### config.mk
export PLATFORM = sky130hd
export DESIGN_NAME = btn_debounce_array
export DESIGN_NICKNAME = d
export VERILOG_FILES = /design/src/rtl/btn_debounce_array.sv
export SDC_FILE = /design/constraint.sdc
export NUM_CORES = 1
export LEC_CHECK = 0
export ABC_CLOCK_PERIOD_IN_PS = 6800
export BUFFER_PORTS_ARGS = -buffer_cell sky130_fd_sc_hd__buf_2
export CORE_MARGIN = 10
export CORE_UTILIZATION = 45
export DETAILED_ROUTE_END_ITERATION = 10
export GPL_TIMING_DRIVEN = 0
export MAX_ROUTING_LAYER = met4
export PLACE_DENSITY_LB_ADDON = 0.15
export SLEW_MARGIN = 20
export SYNTH_ARGS = -nofsm -noshare
export SYNTH_HDL_FRONTEND = slang
export SYNTH_SLANG_ARGS = --single-unit
export TNS_END_PERCENT = 10
### constraint.sdc
create_clock -name clk -period 6.8 [get_ports clk]
set_input_delay 1.36 -clock clk [delete_from_list [all_inputs] [get_ports clk]]
set_output_delay 1.36 -clock clk [all_outputs]
set_load 0.05 [all_outputs]
### src/rtl/btn_debounce_array.sv
// N-channel button conditioner: two-flop synchroniser, debounce counter,
// registered press/release pulses and per-channel auto-repeat.
// Channels are independent copies of the same logic.
module btn_debounce_array #(
    parameter int unsigned N             = 5,
    parameter int unsigned STABLE_CYCLES = 131072,
    parameter int unsigned REPEAT_DELAY  = 2500000,
    parameter int unsigned REPEAT_RATE   = 500000,
    parameter bit          INVERT        = 1'b0
) (
    input  logic         clk,
    input  logic         rst,
    input  logic [N-1:0] btn_in,
    input  logic [N-1:0] repeat_en,
    output logic [N-1:0] btn_level,
    output logic [N-1:0] btn_press,
    output logic [N-1:0] btn_release,
    output logic [N-1:0] btn_repeat
);

    localparam int unsigned SW   = $clog2(STABLE_CYCLES);
    localparam int unsigned RMAX = (REPEAT_DELAY > REPEAT_RATE) ? REPEAT_DELAY : REPEAT_RATE;
    localparam int unsigned RW   = (RMAX > 1) ? $clog2(RMAX) : 1;

    localparam logic [SW-1:0] S_LAST = SW'(STABLE_CYCLES - 1);
    localparam logic [RW-1:0] D_LAST = RW'(REPEAT_DELAY - 1);
    localparam logic [RW-1:0] R_LAST = RW'(REPEAT_RATE - 1);

    typedef enum logic [1:0] {
        RPT_IDLE,
        RPT_DELAY,
        RPT_RATE
    } rpt_state_t;

    logic [N-1:0] r_s1;
    logic [N-1:0] r_s2;

    // Two-flop synchroniser for the (optionally inverted) raw inputs
    always_ff @(posedge clk) begin
        if (!rst) begin
            r_s1 <= '0;
            r_s2 <= '0;
        end else begin
            r_s1 <= btn_in ^ {N{INVERT}};
            r_s2 <= r_s1;
        end
    end

    for (genvar g = 0; g < N; g++) begin : g_ch
        logic [SW-1:0] r_scnt;
        logic          r_level;
        logic          r_press;
        logic          r_release;
        logic          r_repeat;
        logic [RW-1:0] r_rcnt;
        rpt_state_t    r_state;

        logic w_flip;
        logic w_level_nxt;
        logic w_rise;
        logic w_fall;

        // The repeat FSM reacts to the level change on the same edge it happens,
        // so the press pulse and the DELAY entry line up in the same cycle.
        assign w_flip      = (r_s2[g] != r_level) && (r_scnt == S_LAST);
        assign w_level_nxt = w_flip ? r_s2[g] : r_level;
        assign w_rise      = w_flip & r_s2[g];
        assign w_fall      = w_flip & ~r_s2[g];

        // Debounce: level flips only after STABLE_CYCLES consecutive differing samples
        always_ff @(posedge clk) begin
            if (!rst) begin
                r_scnt    <= '0;
                r_level   <= 1'b0;
                r_press   <= 1'b0;
                r_release <= 1'b0;
            end else begin
                r_press   <= w_rise;
                r_release <= w_fall;
                if (r_s2[g] == r_level) begin
                    r_scnt <= '0;
                end else if (r_scnt == S_LAST) begin
                    r_level <= r_s2[g];
                    r_scnt  <= '0;
                end else begin
                    r_scnt <= r_scnt + 1'b1;
                end
            end
        end

        // Auto-repeat FSM: delay before the first pulse, then a fixed rate while held
        always_ff @(posedge clk) begin
            if (!rst) begin
                r_state  <= RPT_IDLE;
                r_rcnt   <= '0;
                r_repeat <= 1'b0;
            end else begin
                r_repeat <= 1'b0;
                if (!repeat_en[g] || w_fall) begin
                    r_state <= RPT_IDLE;
                    r_rcnt  <= '0;
                end else begin
                    case (r_state)
                        RPT_IDLE: begin
                            // Covers both a fresh press and re-enable while held
                            if (w_level_nxt) begin
                                r_state <= RPT_DELAY;
                                r_rcnt  <= '0;
                            end
                        end
                        RPT_DELAY: begin
                            if (r_rcnt == D_LAST) begin
                                r_repeat <= 1'b1;
                                r_rcnt   <= '0;
                                r_state  <= RPT_RATE;
                            end else begin
                                r_rcnt <= r_rcnt + 1'b1;
                            end
                        end
                        RPT_RATE: begin
                            if (r_rcnt == R_LAST) begin
                                r_repeat <= 1'b1;
                                r_rcnt   <= '0;
                            end else begin
                                r_rcnt <= r_rcnt + 1'b1;
                            end
                        end
                        default: begin
                            r_state <= RPT_IDLE;
                            r_rcnt  <= '0;
                        end
                    endcase
                end
            end
        end

        assign btn_level[g]   = r_level;
        assign btn_press[g]   = r_press;
        assign btn_release[g] = r_release;
        assign btn_repeat[g]  = r_repeat;
    end

endmodule
==> flow_summary.toml, run 1 <==
[outcome]
status = "finished, final reports clean"

[power]
power.static_leakage_uw = 0.004435
pwr_density_cell_nw_per_um2 = 229.4
ir_worst_vdd_v = 0.0001425

[placed_design]
gp_congestion = 0.8284
place_inst = 1626
port_buffers = 31
dpl.hpwl_mm = 14.86

[route]
drtIter0Drc = 475
routed_wirelength_mm = 20.88
wl_per_cell_um = 12.47
viasPerCell = 5.075
drc = 0
vias = 8495
first_pass_iters = 4
ant_nets = 0

[final_layout]
area_delta_synth_final_pct = 13.30
final_cells = 1674
multi_input_area_um2 = 5804
seqCellArea_um2 = 4705
antennaDiodeCount = 0
drive_gt1_frac = 0.1022
nets = 1377
fillCellCount = 2341

[logic_synthesis]
synth_xor_xnor_area_share = 0.1105
synth_top_area_share = 0.4300
synthCells = 1271
ys_seq_area_frac = 0.4300
syn_area_um2 = 10940
syn_nets = 1318
yosys_warnings = 0
synth_async_sr_flop_share = 0
synth_fa_ha_area_frac = 0.04003
yosys.area.top_type = "dfxtp_1"
synth_commonest_cells = "dfxtp_1, nor2_1, nand2_1, xor2_1, nand3_1"
synth-seq-cells = 235
yosys-top-cells-area = "dfxtp_1, nor2_1, xor2_1, nand2_1, ha_1"
synth_compound_area_frac = 0.06988
avgSynthCellArea_um2 = 8.608
synth_cell_types = 61
synth-edff-count = 0
synth.most_common_cell = "dfxtp_1"
synth_mux_area_frac = 0.009492
synth_top_family_by_area = "simple AND/OR/NAND/NOR gates"
yosys_most_used_dff = "dfxtp_1"
yosys.area_share.simple = 0.3007

[floorplanning]
die_w_um = 175.9
coreArea_um2 = 24110
die_area_um2 = 30950
die_h_um = 175.9
ios = 32
rows = 57
initial_utilization = 0.4539

[grt]
grt_pass1_vias = 7883
grt_max_degree = 14
antenna_found_initial = 0
grt_pass1_wl_mm = 36.49
grtUsageTotal = 0.1389
grt_overflow = 0

[timing]
hold_viol = 0
rsz0062_at_grt = "no"
timing.final.crit_share = 0.4683
worstMarginPinSlew_ns = 0.7637
final_max_slew_viol_count = 0
fin_setup_tns_ns = 0
period_minus_slack_ns = 3.185
finalClockSkew_ns = 0.01739
fmax_mhz = 314.0
slew_headroom = 0.4862
setup-violations-final = 0

[critical_path]
cp_data_arrival_time_ns = 3.60
required_ns = 7.22
critPathMaxStageDelay_ns = 0.55
cp-start-kind = "register"
cp-end-kind = "register"
critPathKind = "register to register"
cp_common_cell = "ha_1"
cp_slowest_cell = "nor3b_1"
crit_chain = "ha_1 -> nand3_1 -> nor3_1 -> and3_1 -> ha_1 -> mux2i_1 -> and2_1 -> clkbuf_1 -> nor3b_1 -> nand4_1 -> xor2_1 -> nor2_1"
crit_fanout = 10

[clocking]
clkTransAtPathRegs_ns = 0.06
cts_max_level = 1
cts.path.max_buffers = 3
cts_inserted_buffers = 26
clk_latency_ns = 0.53
cts_root_buffer = "clkbuf_16"
post-cts-setup-buffers = 0
cts_tree = "yes"
post_cts_resized = 0
cts_hold_buf = 0
clock-sinks = 235

[min_path]
hold_class = "register to register"

[flow_run]
cap_violations = 0
## per-stage QoR
step / power [uW] / setup slack, ns / hold WS [ns] / utilization / instance area [um^2]
CTS: 2895 / 3.604 / 0.4413 / 0.5142 / 12400
global route: 2955 / 3.281 / 0.4589 / 0.5142 / 12400
finish: 2843 / 3.615 / 0.4377 / 0.5142 / 12400
floorplan: 1436 / 4.144 / 0.4119 / - / 10940
global placement: 1452 / 3.129 / 0.4232 / 0.4771 / 11500
detailed placement: 1452 / 3.119 / 0.4276 / 0.4771 / 11500
## critical path, delay by kind of cell (launching register included)
| kind | cells | cell delay [ns] |
|---|---|---|
| xor gates and xnor gates | 1 | 0.15 |
| adders and majority gates | 2 | 0.43 |
| buffers and inverters | 1 | 0.24 |
| muxes | 1 | 0.13 |
| and+or+nand+nor | 7 | 1.75 |
| DFF | 1 | 0.37 |
## cells in the final DEF (no fill, tap or decap), types with 4 or more instances in the layout
cell,netlist,routed
a211oi_1,5,5
a21o_1,4,4
a21oi_1,29,29
a22o_1,7,7
a31oi_1,23,23
and2_1,24,24
and3_1,33,33
and4_1,20,20
buf_2,9,40
buf_4,22,22
clkbuf_1,15,18
clkbuf_16,0,27
clkbuf_8,0,10
clkinv_2,0,5
dfxtp_1,235,235
ha_1,35,35
inv_1,40,40
mux2i_1,7,7
nand2_1,125,125
nand3_1,77,77
nand3b_1,11,11
nand4_1,45,45
nor2_1,219,219
nor2b_1,8,8
nor3_1,30,30
nor3b_1,14,14
nor4b_1,9,9
nor4bb_1,4,4
o21a_1,6,6
o21ai_0,17,17
o21ai_2,5,5
or3_1,6,6
xnor2_1,48,48
xor2_1,90,90
## power breakdown
part	internal [uW]	switching (uW)	total, uW	leakage (uW)
Clock	869	554	1420	0.000442
Sequential	1380	2.63	1380	0.00189
Combinational	11.0	26.2	37.2	0.00210
Total	2260	583	2840	0.00443
## layer usage
layer / global-route usage / part of all wire / vias to the layer above / wire [um]
met5: - / 0 / - / 0
met4: 0.03956 / 0.023 / 0 / 490
met3: 0.02168 / 0.032 / 40 / 663
met2: 0.2172 / 0.44 / 103 / 9188
met1: 0.1825 / 0.50 / 3888 / 10540
li1: - / - / 4464 / -
## kinds of logic after synthesis
logic type,after synthesis
XOR/XNOR,138
adder cells (fa/ha/maj),35
AND/OR/NAND/NOR,651
multiplexers,10
AO/OA/AOI/OAI,113
flip-flops,235
buffers and inverters,89
## registers in the layout, summed over array words and instances (netlist names)
signal          cells
r_s1                5
r_s2                5
g_ch.r_repeat       5
g_ch.r_state       10
g_ch.r_level        5
g_ch.r_press        5
g_ch.r_rcnt       110
g_ch.r_release      5
g_ch.r_scnt        85
## cell type report
cell class              instances  share of cell area
multi-input cells             947              0.4683
inverters                      40             0.01211
clock inverters                 8            0.005653
repair buffers                 31             0.01252
plain buffers                  49             0.02271
clock buffers                  40             0.06652
flip-flops and latches        235              0.3795
well taps                     324             0.03270
## path summary, 6_finish.rpt
path                                      from                         endpoint  slack, ns  depth (start not counted)
setup / recovery  g_ch[2].r_scnt[0]$_SDFF_PP0_  g_ch[2].r_rcnt[15]$_SDFFE_PP0P_       3.62                         12
hold / removal    g_ch[3].r_scnt[0]$_SDFF_PP0_     g_ch[3].r_scnt[0]$_SDFF_PP0_       0.44                          1
setup reg to reg  g_ch[2].r_scnt[0]$_SDFF_PP0_  g_ch[2].r_rcnt[15]$_SDFFE_PP0P_       3.62                         12
hold reg to reg   g_ch[3].r_scnt[0]$_SDFF_PP0_     g_ch[3].r_scnt[0]$_SDFF_PP0_       0.44                          1
(Power assumes the default switching activity.)
==> run 2: changes to the inputs <==
ABC_CLOCK_PERIOD_IN_PS = 3200   (was 6800)
clock period = 3.2 ns   (was 6.8 ns; I/O delays follow)
==> run 2 against run 1 <==
  * Register-to-register slack got worse by 3.4 ns
  * Power increased by 110%
  * Critical endpoint is now g_ch[4].r_rcnt[9]$_SDFFE_PP0P_
  * Via count decreased by 0.14%
  * Combinational power increased by 120%
  * Critical path type unchanged
  * First-iteration DRC count rose by 3.6%
  * Core utilization increased by 0.17 points
==> flow_summary.toml, run 2 (synthesis results as in run 1) <==
[timing]
timing.hold.ws_ns = 0.3285
slew_headroom = 0.5153
period_minus_slack_ns = 2.946
hold_viol = 0
rsz0062_at_grt = "yes"
final_max_slew_viol_count = 0
worstMarginPinSlew_ns = 0.7228
timing.final.crit_share = 0.9206
setup-violations-final = 0
fmax_mhz = 339.5
finalClockSkew_ns = 0.01722

[final_layout]
area_delta_synth_final_pct = 13.68
max_flop_register = "g_ch.r_rcnt"
antennaDiodeCount = 0
fillCellCount = 2341
reg_top3 = "g_ch.r_rcnt (110), g_ch.r_scnt (85), g_ch.r_state (10)"
nets = 1377
final_cell_mix = "dfxtp_1, nor2_1, nand2_1"
drive_gt1_frac = 0.1096
largest_reg_flops = 110
final_common_cell = "dfxtp_1"

[critical_path]
critPathMaxStageDelay_ns = 0.51
reg2reg_from = "g_ch[4].r_scnt[2]$_SDFF_PP0_"
crit_chain = "and3_1 -> nand4_1 -> nor2_1 -> and3_1 -> ha_1 -> mux2i_1 -> and2_1 -> clkbuf_2 -> nor3_1 -> nand3_1 -> xor2_1 -> nor2_1"
crit_fanout = 9
startpoint = "g_ch[4].r_scnt[2]$_SDFF_PP0_"
cp_data_arrival_time_ns = 3.35
r2r-end = "g_ch[4].r_rcnt[9]$_SDFFE_PP0P_"
critPathKind = "register to register"
r2r_slack_ns = 0.25
rr_worst_depth = 12
cp-end-kind = "register"
required_ns = 3.60
cp_slowest_cell = "nor3_1"
cp-start-kind = "register"

[route]
ant_nets = 0
routed_wirelength_mm = 20.98
vias = 8483
drtIter0Drc = 492
viasPerCell = 5.068
wl_per_cell_um = 12.53
first_pass_iters = 5
drc = 0

[placed_design]
dpl.hpwl_mm = 14.86
gp_congestion = 0.8284
port_buffers = 31

[floorplanning]
die_area_um2 = 30950
initial_utilization = 0.4539
rows = 57
die_w_um = 175.9
ios = 32
die_h_um = 175.9
coreArea_um2 = 24110

[grt]
grt_max_degree = 14
grt_overflow = 0
grt_pass1_wl_mm = 36.49
grt_pass1_vias = 7883
antenna_found_initial = 0
grtUsageTotal = 0.1389

[min_path]
min_path_cells = 2
hold_path_startpoint = "btn_in[0]"
holdPathEnd = "r_s1[0]$_SDFF_PN0_"
hold_class = "primary input to register"

[clocking]
clock-sinks = 235
cts.path.max_buffers = 3
cts_tree = "yes"
clkTransAtPathRegs_ns = 0.06
cts_inserted_buffers = 26
clk_latency_ns = 0.53
cts_root_buffer = "clkbuf_16"
cts_max_level = 1
cts_hold_buf = 0
post-cts-setup-buffers = 0

[power]
sequentialPowerShare = 0.486
ir_worst_vdd_v = 0.0003002
p_sw_frac = 0.2055
intPower_uw = 4805
switchingPower_uw = 1243
pwr_density_cell_nw_per_um2 = 486.3
clkPwrFrac = 0.501
p_comb_frac = 0.013
power.total_uw = 6048
power.static_leakage_uw = 0.004440

[outcome]
status = "finished, final reports clean"

[flow_run]
cap_violations = 0
## run 2: cell types whose count changed in the layout (fill, tap and decap cells not counted)
cell,before,now
nor2_1,219,216
nor3_1,30,27
nor3_2,2,5
clkbuf_1,18,16
clkbuf_2,3,5
nor2_2,1,3
nor2_4,0,1
nor3b_1,14,13
nor3b_2,0,1
nor4_1,3,2
nor4_2,0,1
## run 2: worst max-delay path, delay by kind of cell, from the launching register on
kind                       cells  cell delay [ns]
muxes                          1             0.13
buffers and inverters          1             0.18
xor gates and xnor gates       1             0.16
and+or+nand+nor                8             1.76
DFF                            1             0.38
adders and majority gates      1             0.21
## run 2: layer usage
| metal | vias to the layer above | GRT usage | share of wire |
|---|---|---|---|
| li1 | 4462 | - | - |
| met1 | 3894 | 0.1825 | 0.51 |
| met2 | 88 | 0.2172 | 0.44 |
| met3 | 39 | 0.02168 | 0.030 |
| met4 | 0 | 0.03956 | 0.023 |
| met5 | - | - | 0 |
## run 2: what timing repair did
action / in CTS / in global routing
endpoints found under the setup margin: 0 / 62
gates resized for setup: 0 / 13
endpoints found under the hold margin: 0 / 0
## run 2: worst max path at each step
stage                                           end  slack, ns  cells after the start
finish               g_ch[4].r_rcnt[9]$_SDFFE_PP0P_       0.25                     12
global route         g_ch[4].r_rcnt[9]$_SDFFE_PP0P_      -0.04                     12
CTS                 g_ch[2].r_rcnt[15]$_SDFFE_PP0P_      0.004                     12
detailed placement  g_ch[2].r_rcnt[15]$_SDFFE_PP0P_       0.01                     12
global placement    g_ch[2].r_rcnt[15]$_SDFFE_PP0P_       0.02                     12
floorplan           g_ch[2].r_rcnt[15]$_SDFFE_PP0P_       0.54                     12
## run 2: power by group through the flow
stage / Sequential [uW] / Clock (uW) / Combinational, uW
5_1_grt: 2940 / 3250 / 90.8
3_3_place_gp: 3000 / 0 / 81.3
4_1_cts: 2940 / 3130 / 81.4
2_1_floorplan: 3000 / 0 / 48.6
3_5_place_dp: 3000 / 0 / 81.2
6_report: 2940 / 3030 / 80.2
## run 2: cell type report
type	count	area, um^2	share of cell area
Multi-Input combinational cell	947	5843	0.4698
Sequential cell	235	4705	0.3783
Clock buffer	40	824.5	0.06630
Tap cell	324	405.4	0.03260
Buffer	49	284.0	0.02284
Timing Repair Buffer	31	155.1	0.01247
Inverter	40	150.1	0.01207
Clock inverter	8	70.07	0.005634
## run 2: through the flow
| stage | setup slack (ns) | setup TNS, ns | utilization | std cells | area, um^2 |
|---|---|---|---|---|---|
| after floorplan | 0.5443 | 0 | - | 1271 | 10940 |
| after global placement | 0.01585 | 0 | 0.4771 | 1626 | 11500 |
| after detailed placement | 0.01413 | 0 | 0.4771 | 1626 | 11500 |
| after CTS | 0.004043 | 0 | 0.5142 | 1674 | 12400 |
| after global routing | -0.03932 | -0.04328 | 0.5159 | 1674 | 12440 |
| final | 0.2542 | 0 | 0.5159 | 1674 | 12440 |
